===== src/rtl/fact_arbiter.sv =====
`default_nettype none
// ============================================================================
// fact_arbiter : round-robin sharing of one factorial unit among NREQ
//                requesters, with a completion watchdog.
// Revision     : 1.0  initial release
// ============================================================================
module fact_arbiter #(
  parameter int NREQ    = 4,
  parameter int W_IN    = 4,
  parameter int W_RES   = 32,
  parameter int TIMEOUT = 64
) (
  input  logic                   clk,
  input  logic                   rst,
  input  logic [NREQ-1:0]        req,
  input  logic [NREQ*W_IN-1:0]   req_n,
  output logic [NREQ-1:0]        gnt,
  output logic [NREQ-1:0]        rsp_valid,
  output logic [W_RES-1:0]       rsp_result,
  output logic                   rsp_error,
  output logic                   busy,
  output logic                   fact_go,
  output logic [W_IN-1:0]        fact_in,
  input  logic                   fact_done,
  input  logic                   fact_error,
  input  logic [W_RES-1:0]       fact_result
);

  localparam int c_iw = (NREQ > 1) ? $clog2(NREQ) : 1;
  localparam int c_ww = (TIMEOUT > 2) ? $clog2(TIMEOUT) : 1;
  localparam logic [c_ww-1:0] c_wd_last = c_ww'(TIMEOUT - 1);

  typedef enum logic [2:0] {
    S_IDLE  = 3'd0,
    S_ISSUE = 3'd1,
    S_WAIT  = 3'd2,
    S_RESP  = 3'd3,
    S_DRAIN = 3'd4
  } state_t;

  state_t              r_state, w_state;
  logic [c_iw-1:0]     r_rr, w_rr;
  logic [c_iw-1:0]     r_owner, w_owner;
  logic [c_ww-1:0]     r_wd, w_wd;
  logic [NREQ-1:0]     r_gnt, w_gnt;
  logic [NREQ-1:0]     r_rsp_valid, w_rsp_valid;
  logic [W_RES-1:0]    r_rsp_result, w_rsp_result;
  logic                r_rsp_error, w_rsp_error;
  logic                r_busy, w_busy;
  logic                r_go, w_go;
  logic [W_IN-1:0]     r_fact_in, w_fact_in;

  logic                w_any;
  logic [c_iw-1:0]     w_pick;
  logic [W_IN-1:0]     w_pick_n;
  logic [c_iw:0]       w_sum;

  function automatic logic [NREQ-1:0] f_onehot(input logic [c_iw-1:0] idx);
    logic [NREQ-1:0] v;
    v = '0;
    for (int i = 0; i < NREQ; i++)
      if (idx == c_iw'(i)) v[i] = 1'b1;
    return v;
  endfunction

  // Walk from rr+NREQ down to rr+1 so the nearest set bit after rr wins last.
  always_comb begin
    w_any    = 1'b0;
    w_pick   = '0;
    w_pick_n = '0;
    w_sum    = '0;
    for (int k = NREQ; k >= 1; k--) begin
      w_sum = {1'b0, r_rr} + (c_iw+1)'(k);
      if (w_sum >= (c_iw+1)'(NREQ)) w_sum = w_sum - (c_iw+1)'(NREQ);
      if (req[w_sum[c_iw-1:0]]) begin
        w_any  = 1'b1;
        w_pick = w_sum[c_iw-1:0];
      end
    end
    for (int i = 0; i < NREQ; i++)
      if (w_pick == c_iw'(i)) w_pick_n = req_n[i*W_IN +: W_IN];
  end

  always_comb begin
    w_state      = r_state;
    w_rr         = r_rr;
    w_owner      = r_owner;
    w_wd         = r_wd;
    w_gnt        = '0;
    w_rsp_valid  = '0;
    w_rsp_result = r_rsp_result;
    w_rsp_error  = r_rsp_error;
    w_go         = r_go;
    w_fact_in    = r_fact_in;
    case (r_state)
      S_IDLE: begin
        if (w_any) begin
          w_state   = S_ISSUE;
          w_owner   = w_pick;
          w_fact_in = w_pick_n;
          w_go      = 1'b1;
          w_gnt     = f_onehot(w_pick);
        end
      end
      S_ISSUE: begin
        w_wd    = '0;
        w_state = S_WAIT;
      end
      S_WAIT: begin
        if (fact_done || fact_error) begin
          w_rsp_result = fact_result;
          w_rsp_error  = fact_error;
          w_go         = 1'b0;
          w_rsp_valid  = f_onehot(r_owner);
          w_state      = S_RESP;
        end else if (r_wd == c_wd_last) begin
          w_rsp_result = '0;
          w_rsp_error  = 1'b1;
          w_go         = 1'b0;
          w_rsp_valid  = f_onehot(r_owner);
          w_state      = S_RESP;
        end else begin
          w_wd = r_wd + 1'b1;
        end
      end
      S_RESP: begin
        w_rr    = r_owner;
        w_state = S_DRAIN;
      end
      S_DRAIN: begin
        // Unit must release Done/Error before it can take the next job.
        if (!fact_done && !fact_error) w_state = S_IDLE;
      end
      default: w_state = S_IDLE;
    endcase
    w_busy = (w_state != S_IDLE);
  end

  always_ff @(posedge clk) begin
    if (rst) begin
      r_state      <= S_IDLE;
      r_rr         <= c_iw'(NREQ - 1);
      r_owner      <= '0;
      r_wd         <= '0;
      r_gnt        <= '0;
      r_rsp_valid  <= '0;
      r_rsp_result <= '0;
      r_rsp_error  <= 1'b0;
      r_busy       <= 1'b0;
      r_go         <= 1'b0;
      r_fact_in    <= '0;
    end else begin
      r_state      <= w_state;
      r_rr         <= w_rr;
      r_owner      <= w_owner;
      r_wd         <= w_wd;
      r_gnt        <= w_gnt;
      r_rsp_valid  <= w_rsp_valid;
      r_rsp_result <= w_rsp_result;
      r_rsp_error  <= w_rsp_error;
      r_busy       <= w_busy;
      r_go         <= w_go;
      r_fact_in    <= w_fact_in;
    end
  end

  assign gnt        = r_gnt;
  assign rsp_valid  = r_rsp_valid;
  assign rsp_result = r_rsp_result;
  assign rsp_error  = r_rsp_error;
  assign busy       = r_busy;
  assign fact_go    = r_go;
  assign fact_in    = r_fact_in;

endmodule
`default_nettype wire


===== config.mk =====
export PLATFORM = sky130hd
export DESIGN_NAME = fact_arbiter
export DESIGN_NICKNAME = d
export VERILOG_FILES = /design/src/rtl/fact_arbiter.sv
export SDC_FILE = /design/constraint.sdc
export NUM_CORES = 1
export LEC_CHECK = 0
export BUFFER_PORTS_ARGS = -buffer_cell sky130_fd_sc_hd__buf_2
export CORE_MARGIN = 5
export CORE_UTILIZATION = 47
export DETAILED_ROUTE_END_ITERATION = 6
export PLACE_DENSITY = 0.78
export SETUP_SLACK_MARGIN = 0.4
export SYNTH_ARGS = -nofsm -noshare
export SYNTH_HDL_FRONTEND = slang
export SYNTH_SLANG_ARGS = --single-unit

===== constraint.sdc =====
create_clock -name clk -period 1.9 [get_ports clk]
set_clock_uncertainty 0.1 [all_clocks]
set_input_delay 0.095 -clock clk [delete_from_list [all_inputs] [get_ports clk]]
set_output_delay 0.095 -clock clk [all_outputs]
set_load 0.01 [all_outputs]

==> results of run 1 <==
==> area by class of cell <==
type	instances	area (µm²)
clock buffers	13	159
well taps	70	87.6
diodes	1	2.50
clock inverters	2	10.0
multi-input cells	163	1390
fillers	349	1220
repair buffers	149	1010
flip-flops and latches	60	1210
inverters	5	18.8
==> power groups by stage <==
stage	combinational (mW)	sequential [mW]	clock, mW
4_1_cts	0.818	1.47	1.01
3_5_place_dp	0.704	1.49	0
3_3_place_gp	0.688	1.48	0
5_1_grt	0.951	1.49	1.07
6_report	0.883	1.48	0.994
2_1_floorplan	0.437	1.51	0
==> critical path: stages (launching register included) <==
cell	delay [ps]
dfxtp_2	350
ha_4	170
nand2_4	80
o2111ai_4	200
a21oi_4	230
nor3b_2	70
a41o_1	210
==> metrics by stage <==
| stage | hold WS, ps | util [%] |
|---|---|---|
| after floorplan | 105 | - |
| after global placement | 222 | 60.2 |
| after detailed placement | 229 | 60.2 |
| after CTS | -112 | 73.5 |
| after global routing | -104 | 76.1 |
| final | -102 | 76.2 |
==> synthesized netlist by cell type, types with 2 or more instances <==
cell / instances
a211oi_1: 2
a211oi_2: 3
a21oi_1: 7
a22oi_1: 12
a22oi_2: 20
buf_2: 3
buf_4: 2
buf_6: 3
clkbuf_1: 6
dfxtp_1: 60
inv_1: 5
mux2i_1: 11
nand2_1: 8
nand2b_2: 2
nand3_1: 7
nor2_1: 45
nor2_2: 3
nor2b_1: 5
nor3_1: 2
nor4b_1: 2
o21ai_2: 2
o221ai_1: 4
o31ai_1: 2
xnor2_1: 5
==> worst max path at each step <==
stage	from	end	slack [ps]	cells after the start
after floorplan	r_state[1]	rsp_result[0]	400	7
after global placement	r_state[2]	fact_in[1]	350	5
after detailed placement	r_state[1]	rsp_valid[1]	280	5
after CTS	r_wd[0]	r_wd[1]	390	6
after global routing	r_wd[0]	r_wd[1]	310	6
final	r_wd[0]	r_wd[1]	370	6
==> state kept, by name (all words and copies together) (netlist names) <==
register and cells:
rsp_result 32, r_wd 6, fact_in 4, gnt 4
rsp_valid 4, r_state 3, r_owner 2, r_rr 2
busy 1, fact_go 1, rsp_error 1
==> cell families (layout without fill, tap and decap cells) <==
logic type	Yosys count	after routing	synth area share, %
flops	60	60	48.4
other cells	0	1	0
mux	11	11	4.44
fa+ha+maj	1	1	0.504
buf+inv	19	169	4.24
compound gates	59	60	23.1
xor+xnor	5	5	1.76
simple gates	86	86	17.5
==> repair_timing <==
item / in CTS / in global routing
gates cloned: 2 / 0
hold buffers: 38 / 1
endpoints found under the hold margin: 36 / 2
pin swaps: 7 / 11
buffers inserted: 2 / 0
endpoints found under the setup margin: 48 / 47
resized for setup: 17 / 25
==> per-layer routing <==
layer / vias up / track usage, % / part of all wire, %
met4: 0 / 9.64 / 2.0
met1: 1145 / 24.8 / 40
met5: - / 0 / 0
li1: 1166 / - / -
met3: 12 / 5.75 / 6.1
met2: 78 / 35.7 / 52
==> impl_metrics.ini, run 1 <==
[timing]
min_period_over_period_pct = 80.3
hold_violations = 3
maxSlewViolCount = 0
rsz0062_at_grt = true
whs_ps = -102
slew_headroom_pct = 69.3
worst_pin_slew_ps = 460
setup_tns_ps = 0
fin_ws_ps = 374
setup_viol = 0
fin_crit_ps = 1530
max_freq_mhz = 655

[clock_tree]
cts_max_level = 3
clock-sinks = 60
clk_path_buf_depth = 2
cts_tree = built
path_clk_slew_ps = 60
root_buffer = clkbuf_8
clock_latency_ps = 330
cts_buffers = 9

[cells_and_area]
layout.nets = 445
final_cell_mix = buf_2 (102), dfxtp_1 (53), nor2_1 (45)
layout_commonest_cell = buf_2
final_layout_size_suffix_gt1_share_pct = 48.0
syn2layout_area_growth_pct = 56.8
fin_cells = 463
design_area_um2 = 3890

[grt]
grt_util_all_layers_pct = 21.1
grt_pass1_vias = 2409
grt-ovfl-total = 0
grt_first_pass_wirelength_mm = 11.0
antenna_found_initial = 0
grt_max_degree = 36

[placement]
dpl-instance-area_um2 = 3070
dpl.cell_count = 404
routabilityCongestion = 0.779
post-place-ws_ps = 285
dp_hpwl_mm = 4.31
port_buffers = 102

[floorplanning]
core_um2 = 5110
io_pins = 103
initial_core_util_pct = 48.6
die_w_um = 82.7
rows = 26
dieHeight_um = 82.7
die_area_um2 = 6830

[route]
routedWlPerCell_um = 15.7
post_drt_via_cell_ratio = 5.19
ant_nets = 0
drt_iter0_markers = 111
dr_total_vias = 2401
routed_wl_mm = 7.26
drc_errors = 0
drt-pass1-iter-count = 4

[synthesis]
ys_types = 44
synth_cells = 241
synth.area.top_cells = dfxtp_1 (48%), a22oi_2 (10%), nor2_1 (6.8%)
synth_top_area_share_pct = 48.4
avgSynthCellArea_um2 = 10.3
synth.largest_area_cell = dfxtp_1
yosysSeqAreaShare_pct = 48.4
synth_edf_count = 0
synth_ff_type = dfxtp_1
synth_warnings = 0
synth_area_um2 = 2480
ys_ff_latch = 60
synth_fp_nets = 298
async_flop_share_pct = 0

[setup_path]
r2r_slack_ps = 370
r2r-end = r_wd[1]
worstPathArrival_ps = 1640
timing.rr.start = r_wd[0]
path_class = reg -> reg
worstPathMaxFanout = 5
cp_data_required_time_ps = 2020
r2r_cells = 6
end_kind = flip-flop
cp-start-kind = flip-flop

[worst_hold_path]
hold_path_end = rsp_error
hp-start = fact_done
hp-class = in -> reg
holdPathStages = 2

[pwr]
powerDensity_nw_per_um2 = 863
total_power_mw = 3.36
p_int_mw = 2.34
peakVddDrop_mv = 0.558
seqPwrFrac_pct = 44.1
switchingPower_mw = 1.01
p_clk_share_pct = 29.6
power_frac_comb_pct = 26.3
p_leak_nw = 1.68
p_sw_share_pct = 30.2

[job]
maxCapViolations = 0

[outcome]
outcome = finished, violations left
failed_checks = hold timing
Note: power is estimated with default switching activity, not from simulation.
==> run 2, diff against run 1 <==
- clock period: 1.9 -> 1.46 ns (I/O delays scaled with it)
==> run 2 against run 1 <==
  * The flow finishes with violations (setup timing)
  * Combinational power up 55%
  * Global-route usage increased by 5.4 points
  * Worst hold slack improved by 170 ps
  * Flip-flop and latch count is the same
  * Worst setup slack worse by 420 ps
  * Via count rose by 11%
  * Largest cell class unchanged
  * Highest routed layer unchanged
==> impl_metrics.ini, run 2 (synthesis gave the netlist of run 1 again) <==
[floorplanning]
rows = 26
die_area_um2 = 6830
io_pins = 103
initial_core_util_pct = 48.6
core_um2 = 5110
die_w_um = 82.7
dieHeight_um = 82.7

[timing]
maxSlewViolCount = 0
fin_ws_ps = -45.5
hold_violations = 0
setup_viol = 7
worst_pin_slew_ps = 520
slew_headroom_pct = 65.2
fin_crit_ps = 1510
setup_tns_ps = -129
max_freq_mhz = 664
rsz0062_at_grt = true
min_period_over_period_pct = 103

[placement]
dp_hpwl_mm = 4.47
dpl.cell_count = 418
port_buffers = 102
dpl-instance-area_um2 = 3250
routabilityCongestion = 0.735

[setup_path]
cp_data_required_time_ps = 1610
worstPathArrival_ps = 1650
path_class = reg -> reg
cp_cell_sequence = nand2b_4 > nor2_4 > nand2_4 > buf_12 > a211oi_1
path_buf_inv = 1
cpPeakStageDelay_ps = 390
worstPathMaxFanout = 14
end_kind = flip-flop
cp_slowest_cell = dfxtp_4
critPathTopFamily = simple AND/OR/NAND/NOR gates
cp-start-kind = flip-flop

[grt]
grt_first_pass_wirelength_mm = 13.4
grt-ovfl-total = 0
grt_pass1_vias = 2795
antenna_found_initial = 0
grt_util_all_layers_pct = 26.5
grt_max_degree = 28

[cells_and_area]
design_area_um2 = 4280
largest_reg_flops = 32
layout.nets = 475
syn2layout_area_growth_pct = 72.5
post-route-util_pct = 83.8
final_cell_mix = buf_2 (102), dfxtp_1 (50), dlygate4sd3_1 (50)
layout_commonest_cell = buf_2
final_layout_size_suffix_gt1_share_pct = 53.4
fin_cells = 494
fill_cells = 275

[clock_tree]
cts_buffers = 9
clock_latency_ps = 350
clock-sinks = 60
path_clk_slew_ps = 80
clk_path_buf_depth = 2
cts_tree = built
cts_max_level = 3
root_buffer = clkbuf_8

[route]
drt-pass1-iter-count = 4
drc_errors = 0
drt_iter0_markers = 157
routed_wl_mm = 9.34
post_drt_via_cell_ratio = 5.41
routedWlPerCell_um = 18.9
ant_nets = 0
dr_total_vias = 2671

[job]
maxCapViolations = 0

[worst_hold_path]
hp-class = in -> reg

[pwr]
powerDensity_nw_per_um2 = 1140
total_power_mw = 4.89
peakVddDrop_mv = 0.925
p_leak_nw = 1.86

[outcome]
failed_checks = setup timing
outcome = finished, violations left
run 2: tightest hold or removal path: stages:
cell	delay (ps)
buf_2	160
nor2_4	80
nand2_4	110
nor2_1	50
run 2: report_power, final:
part,switching (mW),leakage [nW],internal (mW)
registers,0.152,0.492,1.79
clock network,0.696,0.102,0.876
logic,0.689,1.27,0.679
run 2: cell type report:
| cell class | count | area, µm² | area share [%] |
|---|---|---|---|
| sequential | 60 | 1230 | 28.6 |
| antenna | 1 | 2.50 | 0.0585 |
| timing repair buffer | 179 | 1270 | 29.6 |
| clock inverter | 4 | 47.5 | 1.11 |
| multi-input combinational | 163 | 1470 | 34.4 |
| inverter | 5 | 21.3 | 0.497 |
| clock buffer | 12 | 155 | 3.62 |
| tap | 70 | 87.6 | 2.05 |
run 2: worst paths after layout:
| path | slack, ps | cells after the start | endpoint | start |
|---|---|---|---|---|
| max | -50 | 5 | r_state[0] | r_state[0] |
| min | 70 | 4 | gnt[2] | rst |
| max reg2reg | -50 | 5 | r_state[0] | r_state[0] |
| min reg2reg | 390 | 2 | rsp_result[18] | rsp_result[18] |
run 2: timing repair:
action                                  CTS  global route
gates cloned                              1             1
endpoints found under the setup margin   60            63
resized for setup                        22            28
buffers inserted                          6             1
pin swaps                                10             8
hold endpoints to repair                 37             0
hold buffers                             50             0
run 2: layer usage:
layer	vias up	GRT usage [%]	share of wire, %
met1	1257	27.1	36
met3	34	7.16	6.5
met2	141	47.1	54
met4	0	17.5	3.5
li1	1239	-	-
met5	-	0	0
run 2: stage by stage:
stage                     hold slack, ps  worst slack, ps
after floorplan                     82.7             73.5
after global placement               202            -12.4
after detailed placement             208            -44.7
after CTS                           27.3             14.3
after global routing                90.7            -94.7
final                               71.8            -45.5
==> run 3, diff against run 2 <==
- CORE_UTILIZATION: 47 -> 25
- PLACE_DENSITY: 0.78 -> default
==> run 3 against run 2 <==
  * The run still ends with setup timing left
  * Sequential power about the same
  * Via count is 4.8% lower
  * Clock-buffer cell count is 1 lower
  * Power rose by 5.2%
  * Final cell count is 15% higher
  * Worst setup slack improved by 17 ps
  * Global-route usage shrank 13 points
  * Critical path type unchanged
  * Largest cell class unchanged
  * Highest routed layer unchanged
==> impl_metrics.ini, run 3 (synthesis gave the netlist of run 1 again) <==
[outcome]
failed_checks = setup timing
outcome = finished, violations left

[cells_and_area]
layout_commonest_cell = buf_2
syn2layout_area_growth_pct = 85.3
final_layout_size_suffix_gt1_share_pct = 57.8
post-route-util_pct = 47.3
layout.nets = 488
fill_cells = 920
largest_reg_flops = 32
multiInputGateArea_um2 = 1520
diodes = 0
seq_area_um2 = 1220
final_cell_mix = buf_2 (102), dlygate4sd3_1 (51), dfxtp_1 (50)

[timing]
rsz0062_at_grt = true
setup_viol = 2
fin_ws_ps = -28.7
min_period_over_period_pct = 102
worst_pin_slew_ps = 354
whs_ps = 58.4
hold_violations = 0
maxSlewViolCount = 0
fin_crit_ps = 1490
max_freq_mhz = 672
slew_headroom_pct = 76.4

[placement]
dp_hpwl_mm = 4.97
post-place-ws_ps = -90.7
port_buffers = 102
routabilityCongestion = 0.752

[clock_tree]
path_clk_slew_ps = 70
cts_tree = built
clk_path_buf_depth = 2
root_buffer = clkbuf_8
cts_max_level = 3
clock-sinks = 60
cts_buffers = 9
clock_latency_ps = 330

[setup_path]
timing.rr.start = r_wd[1]
cp_data_required_time_ps = 1580
r2r_slack_ps = -30
cp_slowest_cell = dfxtp_2
cp-start-kind = flip-flop
worstPathMaxFanout = 5
end_kind = flip-flop
r2r-end = r_wd[1]
worstPathArrival_ps = 1610
cpPeakStageDelay_ps = 340
r2r_cells = 6
path_class = reg -> reg
cp_cell_sequence = ha_4 > nand2_4 > o2111ai_4 > a21oi_4 > nor3b_2 > a41o_1

[worst_hold_path]
hold_path_end = rsp_valid[3]
hp-start = rst
holdPathStages = 3
hp-class = in -> reg

[pwr]
powerDensity_nw_per_um2 = 1120
total_power_mw = 5.14
p_leak_nw = 1.96
peakVddDrop_mv = 0.479

[floorplanning]
die_area_um2 = 12000
dieHeight_um = 110
core_um2 = 9730
die_w_um = 110
initial_core_util_pct = 25.5
io_pins = 103
rows = 36

[route]
drc_errors = 0
routed_wl_mm = 8.23
ant_nets = 0
drt-pass1-iter-count = 4
post_drt_via_cell_ratio = 4.47
routedWlPerCell_um = 14.5
dr_total_vias = 2543
drt_iter0_markers = 118

[grt]
grt-ovfl-total = 0
grt_first_pass_wirelength_mm = 12.2
grt_pass1_vias = 2646
grt_max_degree = 33
grt_util_all_layers_pct = 13.0
antenna_found_initial = 0

[job]
maxCapViolations = 0
-- run 3: through the flow --
stage                     area (µm²)  std cells  TNS [ps]
final                           4600        569     -39.2
after floorplan                 2600        241         0
after detailed placement        3380        487      -566
after global placement          3380        487     -33.8
after global routing            4600        569     -1840
after CTS                       4380        563     -84.1
-- run 3: timing repair --
action,in CTS,in global routing
hold buffers,51,0
endpoints found under the hold margin,42,0
cloned,2,1
buffers inserted,7,5
resized for setup,45,33
setup endpoints to repair,60,63
pin swaps,19,20
-- run 3: how the worst max path moves through the flow --
stage | slack, ps | endpoint | startpoint | cells after the start
after floorplan | 70 | r_wd[1] | r_wd[0] | 6
after global placement | -20 | fact_in[3] | req[0] | 4
after detailed placement | -90 | fact_in[3] | req[0] | 4
after CTS | -20 | rsp_valid[3] | r_wd[1] | 6
after global routing | -90 | r_wd[1] | r_wd[1] | 6
final | -30 | r_wd[1] | r_wd[1] | 6
-- run 3: routing by layer --
layer | global-route usage, % | vias up | wire length [µm]
met5 | 0 | - | 0
met4 | 5.25 | 0 | 53
met3 | 3.82 | 8 | 468
met2 | 22.8 | 72 | 4220
met1 | 14.8 | 1212 | 3490
li1 | - | 1251 | -
-- run 3: layout make-up --
class,instances,share of cell area [%]
Clock buffer,11,3.07
Multi-Input combinational cell,162,33.0
Inverter,5,0.408
Sequential cell,60,26.6
Timing Repair Buffer,193,31.5
Tap cell,133,3.62
Clock inverter,5,1.82
-- run 3: power breakdown --
group / switching (mW) / total, mW / internal, mW
Sequential: 0.138 / 1.93 / 1.79
Clock: 0.681 / 1.70 / 1.01
Combinational: 0.705 / 1.51 / 0.809
-- run 3: critical path: cells and delay by family, from the launching register on --
kind                       cells  cell delay, ps
AOI/OAI and AO/OA              3             610
adders and majority gates      1             160
DFF                            1             340
and+or+nand+nor                2             170
